[src/rtl/elev_pkg.sv]
// elev_pkg: call codes, FSM state encoding and code decoding shared by the elevator blocks
package elev_pkg;
  localparam int FLOOR_W = 2;
  localparam logic [2:0] CALL_NONE = 3'b000;
  localparam logic [2:0] CALL_1U = 3'b001;
  localparam logic [2:0] CALL_2U = 3'b010;
  localparam logic [2:0] CALL_3U = 3'b011;
  localparam logic [2:0] CALL_4D = 3'b100;
  localparam logic [2:0] CALL_2D = 3'b110;
  localparam logic [2:0] CALL_3D = 3'b111;
  typedef enum logic [1:0] {IDLE, FETCH, MOVE, DOOR} state_t;
  // Returns {valid, floor}; NONE and the illegal code 101 come back invalid
  function automatic logic [FLOOR_W:0] code_floor(input logic [2:0] code);
    case (code)
      CALL_1U: return {1'b1, 2'd0};
      CALL_2U, CALL_2D: return {1'b1, 2'd1};
      CALL_3U, CALL_3D: return {1'b1, 2'd2};
      CALL_4D: return {1'b1, 2'd3};
      default: return '0;
    endcase
  endfunction
endpackage

[src/rtl/elev_timer.sv]
// elev_timer: loadable down-counter shared by travel and door periods
//  clk, rst_n : clock, synchronous active-low reset
//  load, value: load the counter with value (load wins over en)
//  en         : count down by one, stopping at zero
//  zero       : counter is zero
module elev_timer #(
  parameter int W = 4
) (
  input  logic         clk,
  input  logic         rst_n,
  input  logic         load,
  input  logic [W-1:0] value,
  input  logic         en,
  output logic         zero
);
  logic [W-1:0] cnt;
  assign zero = cnt == '0;
  always_ff @(posedge clk) begin
    if (!rst_n) cnt <= '0;
    else if (load) cnt <= value;
    else if (en && !zero) cnt <= cnt - W'(1);
  end
endmodule

[src/rtl/elev_car_ctrl.sv]
// elev_car_ctrl: pulls hall calls from the request buffer, drives the car floor by floor and holds the door
//  clk, rst_n : clock, synchronous active-low reset
//  estop      : emergency stop freeze, present only with ELEV_ESTOP_EN defined
//  q_empty    : buffer has no pending call
//  req        : call code, valid the cycle after a done pulse
//  done       : one-cycle pop pulse to the buffer
//  floor      : current floor index 0..3
//  dir_up, dir_down, door_open : car motion and door status
//  busy       : controller not idle
module elev_car_ctrl
  import elev_pkg::*;
#(
  parameter int TRAVEL_CYC  = 8,
  parameter int DOOR_CYC    = 4,
  parameter int RESET_FLOOR = 0
) (
  input  logic       clk,
  input  logic       rst_n,
`ifdef ELEV_ESTOP_EN
  input  logic       estop,
`endif
  input  logic       q_empty,
  input  logic [2:0] req,
  output logic       done,
  output logic [1:0] floor,
  output logic       dir_up,
  output logic       dir_down,
  output logic       door_open,
  output logic       busy
);
  localparam int TMAX = TRAVEL_CYC > DOOR_CYC ? TRAVEL_CYC : DOOR_CYC;
  localparam int TW = $clog2(TMAX) + 1;
  state_t state;
  logic done_r, run, zero, arrive, fetch_go, to_door, tmr_load, tmr_en;
  logic [1:0] target, next_floor;
  logic [FLOOR_W:0] dec;
  logic [TW-1:0] tmr_val;
`ifdef ELEV_ESTOP_EN
  // Frozen cycles hide a pending done; it reappears on release so the pop still happens once
  assign run = ~estop;
  assign done = done_r & ~estop;
`else
  assign run = 1'b1;
  assign done = done_r;
`endif
  assign busy = state != IDLE;
  // Timer holds period-1 so its zero cycle is the last cycle of each travel/door period
  always_comb begin
    dec = code_floor(req);
    next_floor = dir_up ? floor + 2'd1 : floor - 2'd1;
    arrive = state == MOVE && zero && next_floor == target;
    fetch_go = state == FETCH && dec[FLOOR_W];
    to_door = arrive || (fetch_go && dec[1:0] == floor);
    tmr_load = run && (fetch_go || (state == MOVE && zero));
    tmr_en = run && (state == MOVE || state == DOOR);
    tmr_val = to_door ? TW'(DOOR_CYC - 1) : TW'(TRAVEL_CYC - 1);
  end
  elev_timer #(.W(TW)) u_timer (
    .clk  (clk),
    .rst_n(rst_n),
    .load (tmr_load),
    .value(tmr_val),
    .en   (tmr_en),
    .zero (zero)
  );
  always_ff @(posedge clk) begin
    if (!rst_n) begin
      state <= IDLE;
      floor <= FLOOR_W'(RESET_FLOOR);
      target <= '0;
      done_r <= 1'b0;
      dir_up <= 1'b0;
      dir_down <= 1'b0;
      door_open <= 1'b0;
    end else if (run) begin
      case (state)
        IDLE: begin
          done_r <= ~done_r & ~q_empty;
          state <= done_r ? FETCH : IDLE;
        end
        FETCH: begin
          target <= dec[1:0];
          if (!dec[FLOOR_W]) state <= IDLE;
          else if (dec[1:0] == floor) begin
            state <= DOOR;
            door_open <= 1'b1;
          end else begin
            state <= MOVE;
            dir_up <= dec[1:0] > floor;
            dir_down <= dec[1:0] < floor;
          end
        end
        MOVE: if (zero) begin
          floor <= next_floor;
          if (arrive) begin
            state <= DOOR;
            dir_up <= 1'b0;
            dir_down <= 1'b0;
            door_open <= 1'b1;
          end
        end
        DOOR: if (zero) begin
          state <= IDLE;
          door_open <= 1'b0;
        end
        default: state <= IDLE;
      endcase
    end
  end
endmodule
[config.mk]
export PLATFORM = sky130hd
export DESIGN_NAME = elev_car_ctrl
export DESIGN_NICKNAME = d
export VERILOG_FILES = /design/src/rtl/elev_pkg.sv /design/src/rtl/elev_timer.sv /design/src/rtl/elev_car_ctrl.sv
export SDC_FILE = /design/constraint.sdc
export NUM_CORES = 1
export LEC_CHECK = 0
export BUFFER_PORTS_ARGS = -buffer_cell sky130_fd_sc_hd__buf_4
export CAP_MARGIN = 30
export CELL_PAD_IN_SITES_DETAIL_PLACEMENT = 2
export CELL_PAD_IN_SITES_GLOBAL_PLACEMENT = 2
export CORE_MARGIN = 2
export CORE_UTILIZATION = 25
export CTS_CLUSTER_SIZE = 25
export DETAILED_ROUTE_END_ITERATION = 8
export PLACE_DENSITY = 0.63
export SETUP_SLACK_MARGIN = 0.4
export SLEW_MARGIN = 25
export SYNTH_ARGS = -nofsm -noshare
export SYNTH_HDL_FRONTEND = slang
export SYNTH_SLANG_ARGS = --single-unit
[constraint.sdc]
create_clock -name clk -period 3 [get_ports clk]
set_input_delay 0.6 -clock clk [delete_from_list [all_inputs] [get_ports clk]]
set_output_delay 0.6 -clock clk [all_outputs]
set_load 0.03 [all_outputs]
==> metrics <==
Clk pwr share 0.125; initial DRC count 12; global-route usage over all layers 0.131; Final Critical Period 1.97 ns; detailed placement HPWL 1.59 mm; Routed WL 2.06 mm; met2 WL 881 um; Post-CTS Hold Buffers 0; max_cap viols 0; total core area 3100 um^2; post-synthesis sequential area ratio 0.340; Overflow after GRT 0; IO Pins 13; wl on met1 1.08 mm; fin nets 119; final hold violation count 0; worst-case vdd ir drop 0.316 mV; htree depth 1; Yosys cell types 33; Post-Syn Instances 97; Worst Setup Start Kind input pin; Layout area overhead 18.4%; CP Data Arrival Time 2.18 ns; post-CTS setup buffer count 0; Num Clock Sinks 14; wire length on met3 76 um; clock root cell clkbuf_4; Die X 61.4 um; CTS max path bufs 2; Final Skew 0.00250 ns; syn_nets 106; FF+latch count, synth 14; # diodes 0; Die H 61.4 um; vias per cell 4.73; Sw Ratio 0.440; part of the power in registers 0.363; final setup TNS 0 ns; TritonCTS Buffers 3; fin. max-slew vios 0; first-pass GRT wire length 3.59 mm; RSZ-0062 raised after global routing false; placed insts 149; GP Congestion 0.703; antenna violation net count after detailed routing 0; num rows 20; Max FO, Critical Path 7; Clock Latency Late Sink 0.28 ns; # DRC 0; Ys Warns 0; post-CTS sizing 0; initial antenna violation count 0; share of post-route cells with drive strength above 1 0.194; Worst setup EP type flop; final std cells w/o fill 152; NetSw 385 uW; static leakage 0.000403 uW; die area 3770 um^2; Required @ worst endpoint 3.21 ns; TritonCTS clock tree built; most frequent cells in the layout dfxtp_1 (14), buf_4 (12), a21oi_1 (8), inv_1 (7); drt pass-1 iters 4; fin crit share 0.656; Synth Cell Area 825 um^2; number of setup violations in the final report 0; vias 719; worst hold path class flop to flop; syn avg cell area 8.50 um^2; status finished clean; most common cell after layout, fill and taps aside dfxtp_1; PD cells 897 nW/um^2; placed cell areas 953 um^2; WL/cell 13.6 um; # port buffers 12; Comb pwr share 0.512; design area 976 um^2; maximum number of pins on one net before global-route repair 14; internal power 490 uW; critical path class input pin to flop; vias in the first global route 754; Starting Density 0.266; Max Freq 0.508 GHz; top sig layer met4; CTS clock-pin slew for the worst setup and hold paths 0.09 ns; slew margin rel. 0.571; Slew @ Worst Pin 0.637 ns
path summary, 6_finish.rpt:
kind	start	end	slack, ns	cells after the start
max reg2reg	state[0]$_SDFFE_PN0P_	door_open$_SDFFE_PN0P_	1.24	4
max	req[1]	dir_up$_SDFFE_PN0P_	1.03	8
min	u_timer.cnt[0]$_SDFFE_PN0P_	u_timer.cnt[0]$_SDFFE_PN0P_	0.52	1
min reg2reg	u_timer.cnt[0]$_SDFFE_PN0P_	u_timer.cnt[0]$_SDFFE_PN0P_	0.52	1
sequential cells by signal, summed over array words and instances, names as in the netlist, named ones only:
| name | cells |
|---|---|
| state | 1 |
| u_timer.cnt | 4 |
| door_open | 1 |
| done | 1 |
| floor | 2 |
| dir_up | 1 |
| dir_down | 1 |
| target | 2 |
Yosys cell counts:
| cell | number | area share |
|---|---|---|
| o211a_1 | 3 | 0.036 |
| inv_1 | 7 | 0.032 |
| o21ai_0 | 6 | 0.036 |
| buf_2 | 1 | 0.0061 |
| or4b_1 | 1 | 0.012 |
| o311ai_1 | 1 | 0.011 |
| a221oi_1 | 1 | 0.011 |
| mux2_2 | 1 | 0.014 |
| o21bai_1 | 2 | 0.018 |
| and2b_1 | 1 | 0.0091 |
| xor2_1 | 2 | 0.021 |
| or2_2 | 2 | 0.015 |
| nand3_1 | 1 | 0.0061 |
| nor2_1 | 6 | 0.027 |
| or3_1 | 3 | 0.023 |
| nand2b_1 | 3 | 0.023 |
| nand2_1 | 6 | 0.027 |
| xnor3_2 | 1 | 0.029 |
| mux2i_2 | 1 | 0.017 |
| nand4bb_1 | 2 | 0.027 |
| a21oi_1 | 8 | 0.049 |
| clkbuf_1 | 3 | 0.014 |
| ha_1 | 3 | 0.046 |
| dfxtp_1 | 14 | 0.34 |
| or3b_2 | 1 | 0.011 |
| xnor2_1 | 1 | 0.011 |
| nor2b_1 | 2 | 0.015 |
| a31oi_1 | 2 | 0.015 |
| o21a_1 | 2 | 0.018 |
| nand3b_1 | 1 | 0.0091 |
| nor3_1 | 5 | 0.030 |
| o211ai_1 | 2 | 0.018 |
| mux2i_1 | 2 | 0.024 |
kinds of logic after synthesis:
family,after synthesis,share of synthesized area
AND/OR/NAND/NOR,34,0.235
adder cells (fa/ha/maj),3,0.0455
multiplexers,4,0.0546
XOR/XNOR,4,0.0607
AO/OA/AOI/OAI,27,0.212
buffers and inverters,11,0.0516
flip-flops,14,0.340
power groups by stage:
stage	registers [uW]	logic [uW]	clock network, uW
global route	333	499	127
finish	318	448	110
floorplan	323	324	0
detailed placement	325	452	0
CTS	320	455	117
global placement	321	440	0
cell type report:
class                      count  area [um^2]
sequential                    14          280
clock buffer                   3         22.5
fill                         386         2130
multi-input combinational     72          502
tap                           44         55.1
inverter                       7         26.3
timing repair buffer          12         90.1
metrics by stage:
stage                     power [uW]  setup WS (ns)  utilization  hold WS [ns]
after floorplan                  648           1.09            -         0.472
after global placement           762          0.835        0.307         0.491
after detailed placement         777          0.760        0.307         0.508
after CTS                        891           1.04        0.315         0.530
after global routing             959          0.866        0.315         0.559
final                            875           1.03        0.315         0.518
worst max-delay path: stages:
cell and delay [ns]:
buf_4 0.13, nand2b_1 0.13, o21ai_0 0.23, ha_1 0.30, nand2_1 0.13, o211ai_1 0.18, or2_2 0.34, a21oi_1 0.14
per-layer routing:
layer	vias to the layer above	track usage
li1	373	-
met4	0	0.0547
met1	334	0.185
met5	-	0
met3	2	0.0252
met2	10	0.196
(Power assumes the default switching activity.)
